`src/rtl/seg7_pkg.sv`:
```
// seg7_pkg: shared constants for the multiplexed 7-segment driver.
// Segment order is {a,b,c,d,e,f,g}, active low.
package seg7_pkg;

    typedef logic [6:0] seg_t;

    localparam seg_t SEG_BLANK = 7'b1111111;

    localparam int DIGITS_MIN   = 1;
    localparam int DIGITS_MAX   = 8;
    localparam int SCAN_DIV_MIN = 2;

    localparam seg_t HEX_SEG [16] = '{
        7'b0000001, 7'b1001111, 7'b0010010, 7'b0000110,
        7'b1001100, 7'b0100100, 7'b0100000, 7'b0001101,
        7'b0000000, 7'b0000100, 7'b0001000, 7'b1100000,
        7'b0110001, 7'b1000010, 7'b0110000, 7'b0111000
    };

    function automatic bit params_ok(
        input int digits,
        input int scan_div,
        input int gap
    );
        return (digits >= DIGITS_MIN) && (digits <= DIGITS_MAX) &&
               (scan_div >= SCAN_DIV_MIN) &&
               (gap >= 0) && (gap < scan_div);
    endfunction

endpackage

```
`src/rtl/seg7_scan_driver_if.sv`:
```
// seg7_scan_driver_if: load/data side and display-pin side of the scan driver.
// master = datapath/bench, slave = the driver.
interface seg7_scan_driver_if #(
    parameter int DIGITS = 4
);
    logic                  load;
    logic [4*DIGITS-1:0]   data;
    logic [DIGITS-1:0]     dp_in;
    logic [6:0]            seg;
    logic                  dp;
    logic [DIGITS-1:0]     an;
    logic                  frame_tick;

    modport master (
        output load, data, dp_in,
        input  seg, dp, an, frame_tick
    );

    modport slave (
        input  load, data, dp_in,
        output seg, dp, an, frame_tick
    );
endinterface

```
`src/rtl/hex_to_seg7.sv`:
```
// hex_to_seg7: combinational hex nibble to active-low segment pattern.
// Shares the constant table with the rest of the display logic.
module hex_to_seg7
    import seg7_pkg::*;
(
    input  logic [3:0] nibble,
    output seg_t       seg
);
    always_comb begin
        seg = HEX_SEG[nibble];
    end
endmodule

```
`src/rtl/seg7_scan_driver.sv`:
```
// seg7_scan_driver: scans DIGITS common-anode digits with a blank gap per slot.
// Define LZ_BLANK_EN to suppress leading-zero digits (digit 0 always shown).
module seg7_scan_driver
    import seg7_pkg::*;
#(
    parameter int DIGITS   = 4,
    parameter int SCAN_DIV = 50000,
    parameter int GAP      = 16
) (
    input  logic clk,
    input  logic rst,
    seg7_scan_driver_if.slave bus
);
    localparam int CNT_W = $clog2(SCAN_DIV);
    localparam int IDX_W = (DIGITS > 1) ? $clog2(DIGITS) : 1;

    if (!params_ok(DIGITS, SCAN_DIV, GAP)) begin : g_bad_params
        $error("seg7_scan_driver: illegal DIGITS/SCAN_DIV/GAP");
    end

    logic [CNT_W-1:0]    cnt;
    logic [IDX_W-1:0]    idx;
    logic [4*DIGITS-1:0] pend_data;
    logic [DIGITS-1:0]   pend_dp;
    logic                pend_v;
    logic [4*DIGITS-1:0] disp_data;
    logic [DIGITS-1:0]   disp_dp;

    logic [DIGITS-1:0]   an_q;
    seg_t                seg_q;
    logic                dp_q;
    logic                tick_q;

    logic                slot_end;
    logic                last_dig;
    logic                wrap;
    logic                lit;
    logic [3:0]          nib;
    seg_t                dec;
    logic                blank;
    logic [DIGITS-1:0]   an_next;
    seg_t                seg_next;

    assign slot_end = (cnt == CNT_W'(SCAN_DIV - 1));
    assign last_dig = (idx == IDX_W'(DIGITS - 1));
    assign wrap     = slot_end && last_dig;
    assign lit      = int'(cnt) >= GAP;

    always_comb begin
        nib = disp_data[{idx, 2'b00} +: 4];
    end

    hex_to_seg7 u_dec (
        .nibble (nib),
        .seg    (dec)
    );

`ifdef LZ_BLANK_EN
    logic [DIGITS-1:0] lead_zero;

    // A digit blanks only if it and every more-significant nibble are zero.
    always_comb begin
        logic run;
        run       = 1'b1;
        lead_zero = '0;
        for (int i = DIGITS - 1; i >= 1; i--) begin
            run          = run & (disp_data[4*i +: 4] == 4'h0);
            lead_zero[i] = run;
        end
    end

    assign blank = lead_zero[idx];
`else
    assign blank = 1'b0;
`endif

    always_comb begin
        an_next  = '1;
        if (lit) begin
            an_next = ~(DIGITS'(1) << idx);
        end
        seg_next = blank ? SEG_BLANK : dec;
    end

    always_ff @(posedge clk) begin
        if (rst) begin
            cnt <= '0;
            idx <= '0;
        end else begin
            cnt <= slot_end ? '0 : cnt + CNT_W'(1);
            if (slot_end) begin
                idx <= last_dig ? '0 : idx + IDX_W'(1);
            end
        end
    end

    // Display data changes only at the frame wrap; a load that coincides
    // with the wrap bypasses the pending register.
    always_ff @(posedge clk) begin
        if (rst) begin
            pend_data <= '0;
            pend_dp   <= '0;
            pend_v    <= 1'b0;
            disp_data <= '0;
            disp_dp   <= '0;
        end else if (wrap) begin
            if (bus.load) begin
                disp_data <= bus.data;
                disp_dp   <= bus.dp_in;
            end else if (pend_v) begin
                disp_data <= pend_data;
                disp_dp   <= pend_dp;
            end
            pend_v <= 1'b0;
        end else if (bus.load) begin
            pend_data <= bus.data;
            pend_dp   <= bus.dp_in;
            pend_v    <= 1'b1;
        end
    end

    always_ff @(posedge clk) begin
        if (rst) begin
            an_q   <= '1;
            seg_q  <= SEG_BLANK;
            dp_q   <= 1'b1;
            tick_q <= 1'b0;
        end else begin
            an_q   <= an_next;
            seg_q  <= seg_next;
            dp_q   <= ~disp_dp[idx];
            tick_q <= wrap;
        end
    end

    assign bus.an         = an_q;
    assign bus.seg        = seg_q;
    assign bus.dp         = dp_q;
    assign bus.frame_tick = tick_q;

endmodule

```
`src/flat_wrapper.sv`:
```
// flat-port wrapper written by rule: the top's interface ports become plain ports
module seg7_scan_driver_flat import seg7_pkg::*;
#(
    parameter int DIGITS   = 4,
    parameter int SCAN_DIV = 50000,
    parameter int GAP      = 16
)
  (clk, rst, bus_load, bus_data, bus_dp_in, bus_seg, bus_dp, bus_an, bus_frame_tick);
  seg7_scan_driver_if #(.DIGITS(DIGITS)) bus_i ();
  input  logic clk;
  input  logic rst;
  input wire logic [$bits(bus_i.load)-1:0] bus_load;
  input wire logic [$bits(bus_i.data)-1:0] bus_data;
  input wire logic [$bits(bus_i.dp_in)-1:0] bus_dp_in;
  output wire logic [$bits(bus_i.seg)-1:0] bus_seg;
  output wire logic [$bits(bus_i.dp)-1:0] bus_dp;
  output wire logic [$bits(bus_i.an)-1:0] bus_an;
  output wire logic [$bits(bus_i.frame_tick)-1:0] bus_frame_tick;
  assign bus_i.load = bus_load;
  assign bus_i.data = bus_data;
  assign bus_i.dp_in = bus_dp_in;
  assign bus_seg = bus_i.seg;
  assign bus_dp = bus_i.dp;
  assign bus_an = bus_i.an;
  assign bus_frame_tick = bus_i.frame_tick;
  seg7_scan_driver #(.DIGITS(DIGITS), .SCAN_DIV(SCAN_DIV), .GAP(GAP)) u_core (.clk(clk), .rst(rst), .bus(bus_i));
endmodule
```
`config.mk`:
```
export PLATFORM = sky130hd
export DESIGN_NAME = seg7_scan_driver_flat
export DESIGN_NICKNAME = d
export VERILOG_FILES = /design/src/rtl/seg7_pkg.sv /design/src/rtl/seg7_scan_driver_if.sv /design/src/rtl/hex_to_seg7.sv /design/src/rtl/seg7_scan_driver.sv /design/src/flat_wrapper.sv
export SDC_FILE = /design/constraint.sdc
export NUM_CORES = 1
export LEC_CHECK = 0
export CORE_MARGIN = 3
export CORE_UTILIZATION = 55
export CTS_CLUSTER_SIZE = 28
export DETAILED_ROUTE_END_ITERATION = 8
export GPL_TIMING_DRIVEN = 1
export PLACE_DENSITY = 0.89
export SLEW_MARGIN = 20
export SYNTH_ARGS = -nofsm -noshare
export SYNTH_HDL_FRONTEND = slang
export SYNTH_SLANG_ARGS = --single-unit
```
`constraint.sdc`:
```
create_clock -name clk -period 2.62 [get_ports clk]
set_input_delay 0.262 -clock clk [delete_from_list [all_inputs] [get_ports clk]]
set_output_delay 0.262 -clock clk [all_outputs]
set_load 0.005 [all_outputs]
```
# After elaboration in Yosys (flattened, before gate mapping)
# Memory sizes are Yosys's and may differ from the RTL's. A register that Yosys moved wholly into a read port is not among the register bits.
# Index checks and enable logic that the tools add are counted.
[classes] multipliers=0 n_reduce_logical=7 bitwise=5 order_cmp=2 div=0 muxes=7 addsub=2 n_shift=2 eq_ne=2
[ops] op="$mux 16" count=2
[ops] op="$add 16x1->16 const B" count=1
[ops] op="$eq 16x16->1 const B" count=1
[ops] op="$ge 16x5->1 const B" count=1
[ops] op="$shiftx 16x5->4" count=1
[ops] op="$mux 4" count=2
[ops] op="$reduce_or 2->1" count=3
[ops] op="$not 4->5" count=1
[ops] op="$not 4->4" count=1
[ops] op="$reduce_and 2->1" count=2
[ops] op="$shl 1x2->4 const A" count=1
[ops] op="$lt 2x3->1 const B" count=1
[ops] op="$not 1->1" count=3
[ops] op="$add 2x1->2 const B" count=1
[ops] op="$bmux 1 s2" count=1
[ops] op="$eq 2x2->1 const B" count=1
[ops] op="$mux 2" count=1
[ops] op="$reduce_bool 2->1" count=1
[ops] op="$logic_and 1x1->1" count=1
[ops] op="$mux 1" count=1
[totals] latch_bits=0 romBits=112 memories=1 output_inout_bits=13 elab_cells=38 regBits=65 mem_bits_rw=0 inputBits=23
[mem_list] memory="(no name shown)" depth=16 word_bits=7 read_ports=1 rd_ports_with_merged_regs=1 write_ports=0 line="hex_to_seg7.sv:10" text="seg = HEX_SEG[nibble];"

# Depth between registers and ports, before layout
[depth] depth_word=4 mapped_depth=7 depth_no_buf=6

# Hierarchy
# A second synthesis with hierarchy kept.
[hier_totals] cells_unflattened=379 hier_area_um2=3513.4
[by_module_without_submodules] mod="seg7_scan_driver" area_per_inst_um2=3233.1 cells_per_inst=346 instances=1 seq_area_each_um2=1441.4
[by_module_without_submodules] mod="hex_to_seg7" area_per_inst_um2=280.3 cells_per_inst=33 instances=1 seq_area_each_um2=0.0

# Worst setup path before layout
# Ideal clock, no wire load.
[synth_timing] path_kind="flip-flop to flip-flop" from="reg u_core.idx[0]" to="reg u_core.seg_q[3], in the netlist u_core.bus.seg[3]" n_path_buf=1 required_time_ps=2485 period_less_slack_ps=2232 setup_time_ps=135 arrival_time_ps=2097 slack_ps=388 stages_incl_launch_ff=7 cell_sequence="dfxtp_1 > clkbuf_1 > mux4_2 > ha_1 > or2_2 > a211oi_1 > a31oi_1"
[synth_via] elab_chain_cells=2
[synth_rtl] item="start, declared" line="seg7_scan_driver.sv:22" text="logic [IDX_W-1:0] idx;"
[synth_rtl] item="start signal, assigned" line="seg7_scan_driver.sv:92" text="idx <= last_dig ? '0 : idx + IDX_W'(1);"
[synth_rtl] item="$shiftx 16x5->4" line="seg7_scan_driver.sv:50" text="nib = disp_data[{idx, 2'b00} +: 4];"
[synth_rtl] item="$not 4->5 (not written as such)" line="hex_to_seg7.sv:10"
[synth_rtl] item="end, declared" line="seg7_scan_driver.sv:30" text="seg_t seg_q;"
# No other way between the ends.
# A chain may end at the register's enable or synchronous reset.

# Final worst setup path
[layout_timing] from="reg u_core.cnt[4]" to="reg u_core.disp_data[4]"
[layout_via] elab_chain_cells=3
[layout_rtl] item="start, declared" line="seg7_scan_driver.sv:21" text="logic [CNT_W-1:0] cnt;"
[layout_rtl] item="start signal, assigned" line="seg7_scan_driver.sv:90" text="cnt <= slot_end ? '0 : cnt + CNT_W'(1);"
[layout_rtl] item="$eq 16x16->1" line="seg7_scan_driver.sv:44" text="assign slot_end = (cnt == CNT_W'(SCAN_DIV - 1));"
[layout_rtl] item="$logic_and 1x1->1" line="seg7_scan_driver.sv:46" text="assign wrap = slot_end && last_dig;"
[layout_rtl] item="$reduce_and 2->1 (no line)"
[layout_rtl] item="end signal, assigned" line="seg7_scan_driver.sv:108" text="disp_data <= bus.data;"
[layout_rtl] item="end signal, assigned" line="seg7_scan_driver.sv:111" text="disp_data <= pend_data;"
[layout_rtl] item="end, declared" line="seg7_scan_driver.sv:26" text="logic [4*DIGITS-1:0] disp_data;"
# No other way between the ends.

==> impl_metrics.ini <==
[setup_path]
arrival_ps = 2660
cp.required_ps = 2840
crit_path_max_incr_delay_ps = 630
r2r-end = u_core.disp_data[4]$_SDFFE_PP0P_
crit_path_end = u_core.disp_data[4]$_SDFFE_PP0P_
crit_chain = or4_4 -> or4_1 -> buf_4 -> nor4_1 -> nor3_1
r2r-start = u_core.cnt[4]$_SDFF_PP0_
critPathMaxFanout = 13
cp-start-kind = register
reg2reg_depth = 5
crit_start = u_core.cnt[4]$_SDFF_PP0_
r2r_slack_ps = 180
crit_slowest_cell = or4_1
critPathKind = reg2reg
worst_setup_path_end_kind = register

[final_layout]
syn_to_final_growth_pct = 18.8
seq_area_um2 = 1440
fill_cells = 462
nets = 432
antennaDiodeCount = 0
multiInputGateArea_um2 = 1830
drive_above_1_share_pct = 14.4

[placed_design]
hpwlAfterDp_um = 5060
gp_congestion = 0.844
port-buffer-count = 35

[cts]
h-tree-depth = 3
cts.repair.resized = 0
cts.root.buffer_cell = clkbuf_8
cts_max_path_buffers = 2
numCtsBuffers = 9
insertion_delay_ps = 350
cts_tree = done
postCtsHoldBufs = 0
path_clk_slew_ps = 80
clock-sinks = 72
postCtsSetupBuffers = 0

[sta]
finalMaxSlewViolations = 0
tightest_slew_ps = 886
grt_setup_unrepaired = false
final-hold-violation-count = 0
clock_skew_ps = 11.4
max_freq_ghz = 0.410
relSlewSlack_pct = 40.9
period_share_pct = 93.1
finalSetupViolations = 0
min_period_ps = 2440
fin_setup_tns_ps = 0

[synthesis]
synth_area_um2 = 3410
yosysTopAreaCell = dfxtp_1
synthFlopType = dfxtp_1
ys_ff_latch = 72
syn_nets = 408
synth_cells = 374
synth.avg_cell_area_um2 = 9.12
async_flop_share_pct = 0
netlist_top_cells_area = dfxtp_1, mux2_2, mux2i_1
yosysUniqueCellTypes = 38
synth_common_cells = dfxtp_1, nand2_1, clkbuf_1
synth_edf_count = 0
yosysTopAreaCellShare_pct = 42.2
seq_area_frac_synth_pct = 42.2
ys_warn_count = 0
synth.most_common_cell = dfxtp_1

[die]
die_width_um = 84.8
core_um2 = 5960
dieArea_um2 = 7190
pin_count = 36
rows = 28
initial_core_util_pct = 57.3
die_height_um = 84.8

[route]
dr.first_iter.drc_count = 241
drt_pass1_iterations = 5
viasPerCell = 6.03
ant_nets = 0
drc = 0
drt_wl_total_um = 7530
routedWlPerCell_um = 15.8
vias = 2881

[pwr]
powerDensity_nw_per_um2 = 562
peakVddDrop_v = 0.000299
p_leak_nw = 1.48
power_mw = 2.28

[outcome]
status = complete, no violations

[grt]
track_usage_pct = 21.5
grt_overflow_total = 0
grt_pass1_wl_um = 12600
grt_pass1_vias = 2774
grt_antenna_before_repair = 0
grt_max_degree = 34

[hold_path]
hold_class = reg2reg

[run]
cap_violations = 0
## worst max-delay path, delay by kind of cell (launching register included)
kind,cells,cell delay [ps]
DFF,1,410
and+or+nand+nor,4,1630
buffers and inverters,1,280
## cell families after synthesis
kind of cell | Yosys count | share of synthesized area (%)
fa+ha+maj | 11 | 4.03
buf+inv | 41 | 4.77
simple gates | 145 | 20.9
xor+xnor | 11 | 2.82
compound gates | 46 | 8.51
mux | 48 | 16.7
flops | 72 | 42.2
## layer usage
metal	part of all wire, %	routed length, µm	track usage (%)
met1	43	3270	28.0
met2	48	3650	34.7
met3	6.2	467	3.93
met4	1.9	145	9.78
met5	0	0	0
## cell usage in the layout, fill, tap and decap left out, types with 2 or more instances in the layout
cell type        count
dfxtp_1             72
clkdlybuf4s50_1     35
mux4_2               5
ha_1                11
a31oi_1             22
a21oi_1              6
o21ai_0              5
nor4_1              20
nand3_1             10
nand4_1              6
or4_1                3
or2_2                2
nor2_1              16
nand2_1             52
clkbuf_8            10
mux2i_1             22
xor2_1               7
bufinv_16            2
o221ai_1             2
buf_4                8
inv_1               10
nor3_1              23
o211ai_1             3
and4_1               2
clkinv_2             3
or3_1                3
and3_1               3
xnor2_1              4
mux2_2              21
## where the power goes
group / switching, mW / total, mW / internal (mW)
clock network: 0.416 / 0.973 / 0.557
logic: 0.0754 / 0.167 / 0.0918
registers: 0.0156 / 1.14 / 1.12
## stage by stage
| step | cell area, µm² | hold slack (ps) | instances | setup slack, ps | util (%) |
|---|---|---|---|---|---|
| after floorplan | 3410 | 404 | 374 | 388 | - |
| after global placement | 3830 | 440 | 462 | 377 | 64.3 |
| after detailed placement | 3830 | 448 | 462 | 235 | 64.4 |
| after CTS | 4060 | 462 | 478 | 216 | 68.1 |
| after global routing | 4060 | 473 | 478 | 118 | 68.1 |
| final | 4060 | 459 | 478 | 181 | 68.1 |
## sequential cells by signal, summed over array words and instances, names as in the netlist
signal / cells
u_core.cnt: 16
u_core.disp_data: 16
u_core.pend_data: 16
u_core.bus.seg: 7
u_core.bus.an: 4
u_core.disp_dp: 4
u_core.pend_dp: 4
u_core.idx: 2
u_core.bus.dp: 1
u_core.bus.frame_tick: 1
u_core.pend_v: 1
## area by class of cell
cell class / instances / area share (%)
clock inverters: 6 / 2.04
flip-flops and latches: 72 / 35.5
inverters: 10 / 0.926
repair buffers: 44 / 10.6
multi-input cells: 261 / 45.2
clock buffers: 10 / 3.39
well taps: 75 / 2.31
## worst min-delay path by stage
stage	start	endpoint	cells past startpoint
CTS	u_core.pend_dp[1]$_SDFFE_PP0P_	u_core.pend_dp[1]$_SDFFE_PP0P_	2
finish	u_core.pend_data[6]$_SDFFE_PP0P_	u_core.pend_data[6]$_SDFFE_PP0P_	2
floorplan	bus_data[0]	u_core.pend_data[0]$_SDFFE_PP0P_	2
detailed placement	u_core.pend_dp[1]$_SDFFE_PP0P_	u_core.pend_dp[1]$_SDFFE_PP0P_	2
global route	u_core.pend_data[3]$_SDFFE_PP0P_	u_core.pend_data[3]$_SDFFE_PP0P_	2
global placement	u_core.pend_data[13]$_SDFFE_PP0P_	u_core.pend_data[13]$_SDFFE_PP0P_	2
Note: power is estimated with default switching activity, not from simulation.
